===== config.mk =====
export PLATFORM = sky130hd
export DESIGN_NAME = pc_unit
export DESIGN_NICKNAME = d
export VERILOG_FILES = /design/src/rtl/pc_unit.sv
export SDC_FILE = /design/constraint.sdc
export NUM_CORES = 1
export LEC_CHECK = 0
export CAP_MARGIN = 20
export CORE_AREA = 2 2 115 117
export DETAILED_ROUTE_END_ITERATION = 10
export DIE_AREA = 0 0 117 119
export GPL_TIMING_DRIVEN = 0
export PLACE_DENSITY = 0.66
export SYNTH_ARGS = -nofsm -noshare
export SYNTH_HDL_FRONTEND = slang
export SYNTH_SLANG_ARGS = --single-unit

===== constraint.sdc =====
create_clock -name clk_i -period 3.9 [get_ports clk_i]
set_input_delay 0.78 -clock clk_i [delete_from_list [all_inputs] [get_ports clk_i]]
set_output_delay 0.78 -clock clk_i [all_outputs]
set_load 0.005 [all_outputs]

===== src/rtl/pc_unit.sv =====
// Program-counter unit: holds the fetch PC, advances it under a valid/ready
// handshake, and applies jump/branch redirects with deferred branch resolution.
module pc_unit #(
    parameter int              XLEN        = 32,
    parameter logic [XLEN-1:0] BOOT_ADDR   = XLEN'(32'h0000_0080),
    parameter int              INSTR_BYTES = 4
) (
    input  logic            clk_i,
    input  logic            rst_i,
    input  logic            en_i,
    input  logic            boot_i,
    output logic [XLEN-1:0] pc_o,
    output logic            pc_valid_o,
    input  logic            pc_ready_i,
    input  logic            br_valid_i,
    output logic            br_ready_o,
    input  logic [XLEN-1:0] operand_a_i,
    input  logic [XLEN-1:0] operand_b_i,
    input  logic            branch_bool_i,
    input  logic            cmp_valid_i,
    input  logic            op_bool_i,
    output logic            redirect_o,
    output logic            misalign_o
);

    typedef enum logic [1:0] {
        ST_BOOT     = 2'd0,
        ST_RUN      = 2'd1,
        ST_WAIT_CMP = 2'd2
    } state_e;

    localparam logic [XLEN-1:0] STEP = XLEN'(INSTR_BYTES);

    state_e          state_q, state_d;
    logic [XLEN-1:0] pc_q, pc_d;
    logic [XLEN-1:0] tgt_q, tgt_d;
    logic            redirect_q, redirect_d;
    logic            misalign_q, misalign_d;

    logic [XLEN-1:0] tgt_now;
    logic            tgt_now_mis;
    logic            tgt_q_mis;
    logic [XLEN-1:0] pc_seq;

    // Bit 0 is always dropped; bit 1 only matters for 4-byte instructions.
    assign tgt_now     = (operand_a_i + operand_b_i) & ~XLEN'(1);
    assign tgt_now_mis = (INSTR_BYTES == 4) && tgt_now[1];
    assign tgt_q_mis   = (INSTR_BYTES == 4) && tgt_q[1];
    assign pc_seq      = pc_q + STEP;

    always_ff @(posedge clk_i) begin
        if (rst_i) begin
            state_q    <= ST_BOOT;
            pc_q       <= BOOT_ADDR;
            tgt_q      <= '0;
            redirect_q <= 1'b0;
            misalign_q <= 1'b0;
        end else begin
            state_q    <= state_d;
            pc_q       <= pc_d;
            tgt_q      <= tgt_d;
            redirect_q <= redirect_d;
            misalign_q <= misalign_d;
        end
    end

    always_comb begin
        state_d    = state_q;
        pc_d       = pc_q;
        tgt_d      = tgt_q;
        redirect_d = 1'b0;
        misalign_d = 1'b0;
        if (boot_i) begin
            state_d = ST_BOOT;
            pc_d    = BOOT_ADDR;
            tgt_d   = '0;
        end else if (en_i) begin
            unique case (state_q)
                ST_BOOT: begin
                    state_d = ST_RUN;
                end
                ST_RUN: begin
                    if (pc_ready_i) begin
                        pc_d = pc_seq;
                    end
                    if (br_valid_i) begin
                        if (branch_bool_i) begin
                            tgt_d   = tgt_now;
                            state_d = ST_WAIT_CMP;
                        end else if (tgt_now_mis) begin
                            misalign_d = 1'b1;
                        end else begin
                            // A redirect overrides the same-cycle sequential step.
                            pc_d       = tgt_now;
                            redirect_d = 1'b1;
                        end
                    end
                end
                ST_WAIT_CMP: begin
                    if (cmp_valid_i) begin
                        state_d = ST_RUN;
                        if (op_bool_i) begin
                            if (tgt_q_mis) begin
                                misalign_d = 1'b1;
                            end else begin
                                pc_d       = tgt_q;
                                redirect_d = 1'b1;
                            end
                        end
                    end
                end
                default: begin
                    state_d = ST_BOOT;
                end
            endcase
        end
    end

    always_comb begin
        pc_valid_o = (state_q == ST_RUN);
        br_ready_o = (state_q == ST_RUN);
        pc_o       = pc_q;
        redirect_o = redirect_q;
        misalign_o = misalign_q;
    end

endmodule


==> summary.md <==
| Metric | Value |
|---|---|
| Status | completed |
| Worst EP required | approximately 4.1 ns |
| Net Sw Frac | between 30% and 40% |
| Main synth FF type | dfxtp_1 |
| Synthesis-to-layout area growth | 31.3% |
| Via count | around 5600 |
| Share of total power in combinational logic | between 20% and 30% |
| Critical path arrival | roughly 3.8 ns |
| Drc violations | 0 |
| Seq pwr share | 35.0% |
| Layout cell share with drive strength beyond 1 | about 3.7% |
| Antenna Violating Nets Remaining | 0 |
| R2R cell count | 10 |
| Proportion of power drawn by the clock network | between 30 and 40% |
| Placed inst area | approximately 6300 sq um |
| Period utilisation layout | roughly nine tenths |
| Worst setup path class | primary input to flip-flop |
| Hold crit path type | flip-flop to flip-flop |
| Non-filler cells, final | between 900 and 1000 |
| Synthesized area | 4990 sq um |
| IO buf count | between 100 and 150 |
| CTS tree | yes |
| CTS sink count | 65 |
| Mapped Avg Cell Area | about 7.3 sq um |
| Slew Viols, Final | 0 |
| Post-route setup slack | 0.336 ns |
| Worst vdd ir | between 0.2 and 0.25 mV |
| Final setup viols | 0 |
| Total GRT Usage | about a quarter |
| WL per Instance | about 19 um |
| N_diodes | 0 |
| Worst Hold Depth | 2 |
| Die area | 13900 sq um |
| Pleak | approximately 2.4 nW |
| Vias/cell | about 5.7 |
| Clock slew at reported path FFs | around 0.05 ns |
| Total wire length | approximately 18000 um |
| First-pass GRT wire length | ~28000 um |
| Largest net degree at the start of global routing | 11 |
| Syn Inst Count | roughly 700 |
| Register bit total from synthesis | 65 |
| Drt initial violations | about 470 |
| Register area | ~1300 sq um |
| Clock Path Buffers | 2 |
| Core ar. | around 13000 sq um |
| Commonest non-fill, non-tap cells in the layout | 106 x clkdlybuf4s50_1, 97 x nand2_1, 81 x a21oi_1 |
| Layout Nets | about 910 |
| PD cells | a little under 300 nW/um^2 |
| I/O pins | 109 |
| Total grt overflow | 0 |
| CTS root buf | clkbuf_16 |
| # Post-CTS Setup Buffers | 0 |
| DR pass1 iterations | 5 |
| Setup TNS | 0 ns |
| Final hold vios | 0 |
| Total power | 1.94 mW |
| Post-synth EDFFs | 0 |
| # fillers | 1315 |
| Finished Cell Area | ~6600 sq um |
| Htree depth | 3 |
| Initial Util | between 30% and 40% |
| Dpl ws | 0.0221 ns |
| Rel. slew slack | 46.6% |
| Post-CTS Hold Buffers | 0 |
| R2R Setup Slk | 1.07 ns |
| Yosys top cell area share | between 20% and 30% |
| Core Rows | 42 |
| Slew @ Worst Pin | 0.802 ns |
| Netlist cell types | 57 |
| CP Cell Sequence | clkdlybuf4s50_1 > and2_1 > fa_1 > or3b_2 > clkbuf_1 > nand2b_1 > clkbuf_1 > o21ai_0 > nand2_1 > o21ai_0 > a32oi_1 > nand2_1 |
| Fin util | 50.9% |
| Async SR Flop Fraction | 0% |
| Cell Count Post-Placement | 969 |
| CTS resizes | 0 |
| Switching pwr | 610 uW |
| Crit. End Element | flip-flop |
| Largest area contributor in the netlist | dfxtp_1 |
| Synth warn | 0 |
| Seq/Total Area, Yosys | about a quarter |
| Area contributors post-synth | dfxtp_1 26%, ha_1 8.5%, a21oi_1 8.1% |
| Area of the multi-input gates | 3500 sq um |
| Vias in the first global route | 5181 |
| Die Wd | approximately 120 um |
| Period minus WS final | between 3 and 4 ns |
| Hold slack | 0.461 ns |
| Max FO, Critical Path | 10 |
| CP max stage delay | 0.56 ns |
| DP HPWL | between 10000 and 15000 um |
| RSZ-0062 raised after global routing | false |
| Crit start category | primary input |
| Num CTS Buffers | 9 |
| Cell internal pwr | 1.32 mW |
| Critical path's slowest cell | fa_1 |
| Max cap viols | 0 |
| Initial antenna violation count | 0 |
| Commonest non-fill, non-tap cell in the layout | clkdlybuf4s50_1 |
| Die Y | around 120 um |
| Clk_lat worst skew | between 0.3 and 0.4 ns |
| F_max | about 0.28 GHz |
| Clk_skew | ~0.0046 ns |
| Routability congestion estimate | 0.934 |
[state kept, by name, summed over array words and instances, names as in the netlist]
register    count
misalign_o      1
tgt_q          31
redirect_o      1
pc_o           30
state_q         2
[critical path: cells and delay by family]
| kind | cells | cell delay (ns) |
|---|---|---|
| AND/OR/NAND/NOR | 5 | 1.00 |
| adder cells (fa/ha/maj) | 1 | 0.56 |
| AO/OA/AOI/OAI | 3 | 0.46 |
| buffers and inverters | 3 | 0.99 |
[final cells by class]
type	instances	area share (%)
clock inverters	4	0.306
plain buffers	38	2.35
multi-input cells	571	53.4
flip-flops and latches	65	19.9
well taps	176	3.36
inverters	11	0.630
repair buffers	108	16.4
clock buffers	11	3.70
[power groups by stage]
stage | sequential, mW | combinational, mW | clock [mW]
global route | 0.677 | 0.569 | 0.764
CTS | 0.676 | 0.514 | 0.741
floorplan | 0.689 | 0.307 | 0
global placement | 0.690 | 0.507 | 0
detailed placement | 0.690 | 0.511 | 0
finish | 0.676 | 0.523 | 0.735
[synth_stat cells, types with 4 or more instances]
cell type	count
nand2_1	97
a21oi_1	81
nor2_1	72
dfxtp_1	65
ha_1	34
clkbuf_1	33
o21ai_0	30
xor2_1	28
nand3_1	27
a211oi_1	24
nor3_1	22
xnor2_1	19
nand4_1	15
a21o_1	13
inv_1	11
a31oi_1	10
and3_1	8
and2_1	7
o211ai_1	7
a221oi_1	5
nand2b_1	5
a21boi_0	4
nor4_1	4
o21bai_1	4
or4_1	4
[layer usage]
| metal | share of wire, % | vias to the layer above | GRT usage [%] |
|---|---|---|---|
| met5 | 0 | - | 0 |
| met2 | 46 | 227 | 41.8 |
| met3 | 7.4 | 26 | 4.02 |
| li1 | - | 2727 | - |
| met4 | 1.7 | 0 | 7.35 |
| met1 | 45 | 2663 | 37.1 |
[logic make-up (layout without fill, tap and decap cells)]
group | count (synthesis) | after routing | synth area share [%]
fa+ha+maj | 35 | 35 | 8.92
buf+inv | 49 | 172 | 3.91
flops | 65 | 65 | 26.1
xor+xnor | 47 | 47 | 8.25
mux | 3 | 3 | 0.652
other cells | 1 | 2 | 0.0751
compound gates | 206 | 206 | 26.4
simple gates | 278 | 278 | 25.7
[path summary, 6_finish.rpt]
check	startpoint	endpoint
max	operand_a_i[0]	pc_o[28]
min	tgt_q[12]	tgt_q[12]
max reg2reg	pc_o[2]	pc_o[30]
min reg2reg	tgt_q[12]	tgt_q[12]
(Power assumes the default switching activity.)
